### src/rtl/viterbi_pkg.sv
// viterbi_pkg: shared definitions for the Viterbi loop frame controller.
//   vfc_state_t        frame sequencer states
//   PRBS7_TAP_HI/LO    feedback taps of x^7+x^6+1 (bit 6 ^ bit 5)
//   PRBS7_DEFAULT_SEED nonzero seed used at reset and in place of a zero seed
//   ERR_MASK_A/B       alternating channel error masks
//   prbs7_next()       one left-shift step of the PRBS-7 generator
package viterbi_pkg;

    typedef enum logic [2:0] {
        S_IDLE,
        S_PAYLOAD,
        S_TAIL,
        S_DRAIN,
        S_DONE
    } vfc_state_t;

    localparam int         PRBS7_TAP_HI       = 6;
    localparam int         PRBS7_TAP_LO       = 5;
    localparam logic [6:0] PRBS7_DEFAULT_SEED = 7'h7F;

    localparam logic [1:0] ERR_MASK_A = 2'b01;
    localparam logic [1:0] ERR_MASK_B = 2'b10;

    function automatic logic [6:0] prbs7_next(input logic [6:0] s);
        return {s[5:0], s[PRBS7_TAP_HI] ^ s[PRBS7_TAP_LO]};
    endfunction

endpackage

### src/rtl/viterbi_prbs7.sv
// viterbi_prbs7: PRBS-7 (x^7+x^6+1) generator, left shifting.
// Ports:
//   clk, rst    clock, asynchronous active-low reset (state -> 7'h7F)
//   load_i      load seed_i (takes priority over advance_i)
//   seed_i      7-bit seed
//   advance_i   step the generator one position
//   state_o     current 7-bit generator state
module viterbi_prbs7
    import viterbi_pkg::*;
(
    input  logic       clk,
    input  logic       rst,
    input  logic       load_i,
    input  logic [6:0] seed_i,
    input  logic       advance_i,
    output logic [6:0] state_o
);

    logic [6:0] state_q;

    always_ff @(posedge clk or negedge rst) begin
        if (!rst)           state_q <= PRBS7_DEFAULT_SEED;
        else if (load_i)    state_q <= seed_i;
        else if (advance_i) state_q <= prbs7_next(state_q);
    end

    assign state_o = state_q;

endmodule

### src/rtl/viterbi_frame_ctrl.sv
// viterbi_frame_ctrl: frame sequencer and self-checker for the
// encoder -> channel -> Viterbi decoder loop. One frame per accepted start:
// FRAME_LEN PRBS-7 payload bits, TAIL_LEN zero flush bits, DEC_LATENCY drain
// cycles, then a one-cycle done pulse.
// Ports:
//   clk, rst        clock, asynchronous active-low reset
//   start_i         frame start pulse (ignored unless idle)
//   seed_i          PRBS seed, sampled on accepted start (0 -> 7'h7F)
//   busy_o, done_o  frame in progress / end-of-frame pulse
//   enc_enable_o    encoder enable (payload + tail)
//   enc_data_o      encoder input bit
//   err_mask_o      channel XOR mask, one cycle behind its encoder symbol
//   decoder_i       decoded bit, DEC_LATENCY cycles behind enc_data_o
//   bit_err_ct_o    payload bits that came back wrong (saturating)
//   inj_err_ct_o    errors injected this frame (saturating)
// Build option: VITERBI_FRAME_CTRL_ERR_INJ_EN enables channel error
// scheduling; without it err_mask_o and inj_err_ct_o are tied to zero.
module viterbi_frame_ctrl
    import viterbi_pkg::*;
#(
    parameter int FRAME_LEN   = 64,
    parameter int TAIL_LEN    = 2,
    parameter int DEC_LATENCY = 16,
    parameter int ERR_PERIOD  = 8
) (
    input  logic        clk,
    input  logic        rst,
    input  logic        start_i,
    input  logic [6:0]  seed_i,
    output logic        busy_o,
    output logic        done_o,
    output logic        enc_enable_o,
    output logic        enc_data_o,
    output logic [1:0]  err_mask_o,
    input  logic        decoder_i,
    output logic [15:0] bit_err_ct_o,
    output logic [15:0] inj_err_ct_o
);

    localparam logic [15:0] PAY_LAST   = 16'(FRAME_LEN - 1);
    localparam logic [15:0] TAIL_LAST  = 16'((TAIL_LEN > 0) ? TAIL_LEN - 1 : 0);
    localparam logic [15:0] DRAIN_LAST = 16'(DEC_LATENCY - 1);
    localparam bit          HAS_TAIL   = (TAIL_LEN > 0);

    vfc_state_t                  state_q;
    logic [15:0]                 cnt_q;
    logic                        busy_q, done_q, enc_en_q, enc_data_q;
    logic [15:0]                 bit_err_q;
    logic [DEC_LATENCY-1:0][1:0] ref_q;   // {payload flag, bit} per cycle
    logic [6:0]                  lfsr_q, lfsr_nxt, seed_eff;
    logic                        accept, head_flag, head_bit;

    assign accept   = (state_q == S_IDLE) && start_i;
    assign seed_eff = (seed_i == 7'd0) ? PRBS7_DEFAULT_SEED : seed_i;
    assign lfsr_nxt = prbs7_next(lfsr_q);

    // lfsr_q holds the state whose bit 6 is on enc_data_o during PAYLOAD.
    viterbi_prbs7 u_prbs (
        .clk       (clk),
        .rst       (rst),
        .load_i    (accept),
        .seed_i    (seed_eff),
        .advance_i (state_q == S_PAYLOAD),
        .state_o   (lfsr_q)
    );

    // Outputs are set on the edge that enters a state so they line up with it.
    always_ff @(posedge clk or negedge rst) begin
        if (!rst) begin
            state_q    <= S_IDLE;
            cnt_q      <= '0;
            busy_q     <= 1'b0;
            done_q     <= 1'b0;
            enc_en_q   <= 1'b0;
            enc_data_q <= 1'b0;
        end else begin
            done_q <= 1'b0;
            case (state_q)
                S_IDLE: if (start_i) begin
                    state_q    <= S_PAYLOAD;
                    cnt_q      <= '0;
                    busy_q     <= 1'b1;
                    enc_en_q   <= 1'b1;
                    enc_data_q <= seed_eff[6];
                end
                S_PAYLOAD: if (cnt_q == PAY_LAST) begin
                    cnt_q      <= '0;
                    enc_data_q <= 1'b0;
                    if (HAS_TAIL) begin
                        state_q <= S_TAIL;
                    end else begin
                        state_q  <= S_DRAIN;
                        enc_en_q <= 1'b0;
                    end
                end else begin
                    cnt_q      <= cnt_q + 16'd1;
                    enc_data_q <= lfsr_nxt[6];
                end
                S_TAIL: if (cnt_q == TAIL_LAST) begin
                    state_q  <= S_DRAIN;
                    cnt_q    <= '0;
                    enc_en_q <= 1'b0;
                end else begin
                    cnt_q <= cnt_q + 16'd1;
                end
                S_DRAIN: if (cnt_q == DRAIN_LAST) begin
                    state_q <= S_DONE;
                    cnt_q   <= '0;
                    busy_q  <= 1'b0;
                    done_q  <= 1'b1;
                end else begin
                    cnt_q <= cnt_q + 16'd1;
                end
                S_DONE: begin
                    state_q <= S_IDLE;
                    cnt_q   <= '0;
                end
                default: begin
                    state_q  <= S_IDLE;
                    cnt_q    <= '0;
                    busy_q   <= 1'b0;
                    enc_en_q <= 1'b0;
                end
            endcase
        end
    end

    // Reference delay line: the head is the bit presented DEC_LATENCY cycles ago.
    always_ff @(posedge clk or negedge rst) begin
        if (!rst) begin
            ref_q <= '0;
        end else begin
            ref_q[0] <= {state_q == S_PAYLOAD, enc_data_q};
            for (int i = 1; i < DEC_LATENCY; i++) ref_q[i] <= ref_q[i-1];
        end
    end

    assign head_flag = ref_q[DEC_LATENCY-1][1];
    assign head_bit  = ref_q[DEC_LATENCY-1][0];

    always_ff @(posedge clk or negedge rst) begin
        if (!rst)
            bit_err_q <= '0;
        else if (accept)
            bit_err_q <= '0;
        else if (head_flag && (head_bit != decoder_i) && (bit_err_q != 16'hFFFF))
            bit_err_q <= bit_err_q + 16'd1;
    end

`ifdef VITERBI_FRAME_CTRL_ERR_INJ_EN
    localparam logic [15:0] ERR_LAST = 16'(ERR_PERIOD - 1);

    logic [15:0] sym_mod_q;   // symbol index modulo ERR_PERIOD
    logic        mask_sel_q;  // 0: next error uses ERR_MASK_A
    logic [1:0]  err_mask_q;
    logic [15:0] inj_q;

    always_ff @(posedge clk or negedge rst) begin
        if (!rst) begin
            sym_mod_q  <= '0;
            mask_sel_q <= 1'b0;
            err_mask_q <= 2'b00;
            inj_q      <= '0;
        end else begin
            err_mask_q <= 2'b00;
            if (accept) begin
                sym_mod_q  <= '0;
                mask_sel_q <= 1'b0;
                inj_q      <= '0;
            end else if (enc_en_q) begin
                if (sym_mod_q == ERR_LAST) begin
                    sym_mod_q  <= '0;
                    err_mask_q <= mask_sel_q ? ERR_MASK_B : ERR_MASK_A;
                    mask_sel_q <= ~mask_sel_q;
                    if (inj_q != 16'hFFFF) inj_q <= inj_q + 16'd1;
                end else begin
                    sym_mod_q <= sym_mod_q + 16'd1;
                end
            end
        end
    end

    assign err_mask_o   = err_mask_q;
    assign inj_err_ct_o = inj_q;
`else
    assign err_mask_o   = 2'b00;
    assign inj_err_ct_o = 16'd0;
`endif

    assign busy_o       = busy_q;
    assign done_o       = done_q;
    assign enc_enable_o = enc_en_q;
    assign enc_data_o   = enc_data_q;
    assign bit_err_ct_o = bit_err_q;

endmodule
### config.mk
export PLATFORM = sky130hd
export DESIGN_NAME = viterbi_frame_ctrl
export DESIGN_NICKNAME = d
export VERILOG_FILES = /design/src/rtl/viterbi_pkg.sv /design/src/rtl/viterbi_prbs7.sv /design/src/rtl/viterbi_frame_ctrl.sv
export SDC_FILE = /design/constraint.sdc
export NUM_CORES = 1
export LEC_CHECK = 0
export CORE_ASPECT_RATIO = 0.75
export CORE_MARGIN = 2
export CORE_UTILIZATION = 56
export CTS_BUF_LIST = sky130_fd_sc_hd__clkbuf_4 sky130_fd_sc_hd__clkbuf_8
export DETAILED_ROUTE_END_ITERATION = 10
export GPL_TIMING_DRIVEN = 0
export PLACE_DENSITY = 0.82
export SYNTH_ARGS = -nofsm -noshare
export SYNTH_HDL_FRONTEND = slang
export SYNTH_SLANG_ARGS = --single-unit
### constraint.sdc
create_clock -name clk -period 3.31 [get_ports clk]
set_input_delay 0.8275 -clock clk [delete_from_list [all_inputs] [get_ports clk]]
set_output_delay 0.8275 -clock clk [all_outputs]
set_load 0.01 [all_outputs]
Word-level counts from Yosys, hierarchy flattened:

Index checks and enable logic that the tools add are counted.

* $mul: 0
* eq/ne operators: 13
* $lt $le $gt $ge: 0
* div/mod/pow operators: 0
* reduce and logical (&&, ||, !) cells: 14
* add/sub/neg operators: 2
* muxes and demuxes: 25
* shift operators: 0
* bitwise gates (word level): 3

Operators by type and width (count)
* 16-bit 2-to-1 mux: 6
* 16-bit one-hot mux with 4 select lines: 1
* 16-bit by 1-bit adder with 16-bit output, second input constant: 2
* 7-bit 2-to-1 mux: 3
* 16-bit by 1-bit equality test with 1-bit output, second input constant: 1
* 16-bit by 4-bit equality test with 1-bit output, second input constant: 1
* 16-bit by 6-bit equality test with 1-bit output, second input constant: 1
* 16-bit != test, second input constant: 1
* 3-bit 2-to-1 mux: 4
* 3-bit one-hot mux with 4 select lines: 1
* 2-bit != test, second input constant: 4
* 7-bit logical NOT: 1
* 1-bit 2-to-1 mux: 7
* 3-bit by 2-bit equality test with 1-bit output, second input constant: 2
* 1-bit one-hot mux with 3 select lines: 2
* 3-bit AND reduction: 2
* 2-bit nonzero test: 3
* 3-bit OR reduction: 2
* 4-bit AND reduction: 1
* 3-bit by 1-bit equality test with 1-bit output, second input constant: 1
* 3-bit equality test, second input constant: 1
* 1-bit logical AND: 3
* 3-bit logical NOT: 1
* 1-bit NOT: 2
* other kinds (4): 4

* logic and storage cells: 81
* latch bits: 0
* RAM bits: 0
* output and inout port bits: 38
* input bits: 11
* bits in read-only memories: 0
* register bits after elaboration: 78
* memories: 0

Logic depth before layout (Yosys ltp):

* word-level depth: 5
* depth in mapped cells: 7
* gate-level depth less buffers: 6

Hierarchy:

Synthesis repeated with hierarchy kept, for this count alone.

* cells, all modules: 339
* area total of the unflattened synthesis: 3515.9 µm²

By module, submodules not included
* viterbi_frame_ctrl: sequential area each 1776.7 µm², times used 1, area an instance 3163.0 µm², cells an instance 307
* viterbi_prbs7: sequential area each 183.9 µm², times used 1, area an instance 352.8 µm², cells an instance 32

Least setup slack after synthesis:

No wires, ideal clock.

* path kind: input to register
* start: input port seed_i[3]
* end: register enc_data_q, in the netlist enc_data_o
* library setup time: 77 ps
* stages on the path: 5
* data required time: 3233 ps
* buffers on the path: 0
* arrival: 2489 ps
* slack: 744 ps
* path through: or4_1 o41ai_1 nor2_1 or2_2 a21oi_1

* word-level cells in the longest chain between the ends: 4

Ends and longest elaborated chain
* start, declared: RTL line viterbi_frame_ctrl.sv:29 `input logic [6:0] seed_i,`
* 7-bit logical NOT: RTL line viterbi_frame_ctrl.sv:54 `assign seed_eff = (seed_i == 7'd0) ? PRBS7_DEFAULT_SEED : seed_i;`
* 7-bit 2-to-1 mux: RTL line viterbi_frame_ctrl.sv:54
* 1-bit 2-to-1 mux: RTL line viterbi_frame_ctrl.sv:79 `S_IDLE: if (start_i) begin`
* 1-bit one-hot mux with 2 select lines: RTL line viterbi_frame_ctrl.sv:78 `case (state_q)`
* end signal, assigned: RTL line viterbi_frame_ctrl.sv:84 `enc_data_q <= seed_eff[6];`
* end signal, assigned: RTL line viterbi_frame_ctrl.sv:97 `enc_data_q <= lfsr_nxt[6];`
* end, declared: RTL line viterbi_frame_ctrl.sv:47 `logic busy_q, done_q, enc_en_q, enc_data_q;`

Every way passes these cells. The select of a mux whose other input is x is not followed.
A chain may end at the register's enable or synchronous reset.

Worst setup path after layout:

Ends and elaborated chain as after synthesis.

==> results.md <==
* Gate Count Post-Synth at between 300 and 400
* Number of distinct library cell variants in the gate-level netlist after synthesis at 43
* FF/Latch Area at between 1500 and 2000 sq um
* Biggest fanout along the worst timing path at 7
* Largest delay share family, worst path: compound AO/OA/AOI/OAI gates
* Fraction of layout instances using a drive strength above 1 at approximately 14%
* HPWL after detailed placement at around 4700 um
* CTS tree: built
* Arrival @ worst endpoint at approximately 3.2 ns
* Routability Congestion at roughly 0.9
* Run status: finished, final reports clean
* Root Driver: clkbuf_8
* Leading cell type in the layout, fill and taps excluded: dfrtp_1
* # setup viols final at 0
* Share of total power in combinational logic at a little over a quarter
* Antenna violations before repair at 0
* Fin crit share at slightly below 90%
* Net total in the final layout at 408
* CTS Hold Bufs at 0
* Via Count at 2,692
* Kind of critical path: input port to flop
* Ports placed on the boundary at 49
* Worst hold path class: input port to asynchronous set/reset pin
* Post-cts sizing count at 0
* Core box area at about 5900 sq um
* Number of buffers added on ports at 30
* Register area share after synthesis at a little under three fifths
* Cts bufs inserted at 9
* Final wirelength at roughly 7200 um
* Capturing element type of the critical path: flop
* Post-synth top area share at about half
* Detailed router's first-iteration violation count at between 200 and 300
* Total power per unit cell area at 718.5 nW/um^2
* Syn-to-layout area delta at 20.37%
* Multi-input gate area in the final layout at ~1400 sq um
* Flop and latch count out of synthesis at 78
* Detail Route Antenna Nets at 0
* Standard-cell rows at 24
* Delay of the slowest cell on the worst path at approximately 0.87 ns
* H-tree depth reported by CTS at 3
* Mapped Area at 3483 sq um
* Leftover overflow at the end of global routing at 0
* Post-detailed-route via-to-cell ratio at roughly 5.6
* Setup repair after global routing missed its margin: false
* Worst setup skew after layout at around 0.0075 ns
* Cell Chain, Critical Path: clkdlybuf4s50_1, or4_1, o41ai_1, nor2_1, or2_2, a21oi_1
* Fillers at roughly 420
* Required @ worst endpoint at 3.59 ns
* Height of the die at around 72 um
* CTS Sinks at 78
* Slew @ Worst Pin at between 1 and 1.5 ns
* DIE AREA at 6874 sq um
* Internal Power at 0.002026 W
* Clock insertion delay at the later pin of the skew report at around 0.35 ns
* Clock network fraction of total power at between 20% and 30%
* X dimension of the die at 95.07 um
* DRC errors left at 0
* Total inserted antenna cells at 0
* Flop2flop setup slack at 0.42 ns
* Global-route wire length before repair at roughly 12,000 um
* Number of global-route vias before repair at about 2,600
* Worst voltage drop across the vdd grid at around 0.50 mV
* Fin util at slightly above 70%
* Relative slew slack at between 20 and 30%
* Overall Global Routing Usage at between 20% and 30%
* First-pass iteration count of the detailed router at 6
* Avg Cell Area, Syn at 10.40 sq um
* Switching part of the total power at between 30 and 40%
* Net switching power of the design at just under 0.001 W
* Cell types with the largest area share after synthesis: dfrtp_1 (51%), dfstp_2 (5.3%), nor2_1 (4.1%), buf_4 (3.9%), xnor2_1 (3.8%)
* Final min period at 2.918 ns
* Highest attainable clock frequency at 342.7 MHz
* Count of synthesis-stage warnings from yosys at 0
* Final Hold Vio Count at 0
* P_leak at around 1.8 nW
* Pin count of the biggest net entering global routing at 77
* Most used cells in the layout excluding fill and tap cells: dfrtp_1 (71), nor2_1 (38), nand2_1 (31)
* Post-synth top area cell: dfrtp_1
* Crit path launch type: input port
* Final worst hold slack at approximately 0.26 ns
* Max capacitance violation total at 0
* Bufs on Longest Clock Path at 2
* Post-CTS repair timing setup buffer count at 0
* Cell with the largest stage delay on the worst path: o41ai_1
* Starting utilization of the core area at 58.88%
* Post-detailed-route wirelength per cell at approximately 15 um
* Number of slew-limit violations in the final report at 0
* Total buffers and inverters traversed by the critical path at 1
* Register clock-pin slew on the reported worst setup and hold paths at about 0.080 ns
* Sequential group share of total power at a little under half
[kinds of logic after synthesis]
group / count (synthesis) / share of synthesized area (%)
AND/OR/NAND/NOR: 138 / 21.08
flip-flops: 78 / 56.29
AO/OA/AOI/OAI: 58 / 9.483
buffers and inverters: 33 / 5.711
XOR/XNOR: 19 / 4.777
multiplexers: 5 / 1.473
adder cells (fa/ha/maj): 3 / 1.078
other: 1 / 0.1077
[area by class of cell]
class | count | share of cell area, %
Timing Repair Buffer | 31 | 7.759
Inverter | 3 | 0.2686
Multi-Input combinational cell | 241 | 33.09
Sequential cell | 78 | 46.76
Clock buffer | 11 | 3.312
Tap cell | 78 | 2.328
Clock inverter | 5 | 1.999
Buffer | 30 | 4.476
[flip-flops by register name, indices dropped and copies added, names as in the netlist]
name / count
enc_data_o: 1
u_prbs.state_o: 7
head_flag: 1
done_o: 1
busy_o: 1
enc_enable_o: 1
bit_err_ct_o: 16
cnt_q: 16
ref_q: 30
state_q: 3
head_bit: 1
[worst register-to-register path, delay by kind of cell (launching register included)]
kind	cells	cell delay, ns
compound gates	1	0.19
flops	1	0.45
simple gates	4	2.10
[final timing paths]
check | start | depth (start not counted) | to
worst max-delay path | seed_i[3] | 6 | enc_data_o
worst min-delay path | rst | 1 | bit_err_ct_o[14]
worst max register to register | cnt_q[11] | 5 | cnt_q[6]
worst min register to register | ref_q[24] | 0 | ref_q[26]
max in group asynchronous | rst | 2 | u_prbs.state_o[4]
min in group clk | ref_q[24] | 0 | ref_q[26]
[power by group through the flow]
stage | Combinational [W] | Clock (W) | Sequential (W)
final | 0.000792 | 0.000786 | 0.00143
after global routing | 0.000871 | 0.000845 | 0.00147
after CTS | 0.000779 | 0.000802 | 0.00143
after detailed placement | 0.000763 | 0 | 0.00145
after global placement | 0.000733 | 0 | 0.00143
after floorplan | 0.000487 | 0 | 0.00142
[cell usage after synthesis]
library cell	n
o21ai_1	4
nor2_1	38
or4_4	1
o21ai_0	20
conb_1	1
nand4_1	6
ha_1	3
and4_1	2
dfstp_2	7
mux2_2	1
or3b_1	1
buf_4	18
o41ai_1	1
nand2_1	31
or2_2	5
inv_1	3
a211oi_1	4
and3_1	6
nor3_1	5
nand4b_1	2
nor4_1	9
dfrtp_1	71
nor2b_1	5
and2_1	1
xor2_1	4
nand2b_1	2
a21oi_1	16
nor4b_2	2
nor3b_1	2
nor3_4	1
nor4_4	1
clkbuf_1	11
xnor2_1	15
or4b_1	1
o21bai_1	1
buf_6	1
mux2i_1	4
o22ai_1	4
nand3_1	15
o31ai_1	6
or4_1	2
o21a_1	1
a31oi_1	1
[through the flow]
stage | setup TNS (ns) | instances | total power (W) | setup WS [ns] | cell area, sq um
final | 0 | 477 | 0.003012 | 0.3921 | 4193
after global routing | 0 | 477 | 0.003191 | 0.2414 | 4193
after CTS | 0 | 477 | 0.003016 | 0.4094 | 4193
after detailed placement | 0 | 461 | 0.002213 | 0.07763 | 3970
after global placement | -82.79 | 460 | 0.002167 | -1.143 | 3945
after floorplan | 0 | 352 | 0.001907 | 0.7437 | 3547
[per-layer routing]
| metal | vias to the layer above | GRT usage [%] | wire length [um] |
|---|---|---|---|
| li1 | 1254 | - | - |
| met2 | 115 | 36.31 | 3381 |
| met4 | 0 | 7.568 | 49 |
| met3 | 6 | 8.204 | 557 |
| met1 | 1317 | 32.52 | 3215 |
| met5 | - | 0 | 0 |
Power figures use the tool's default switching activity.
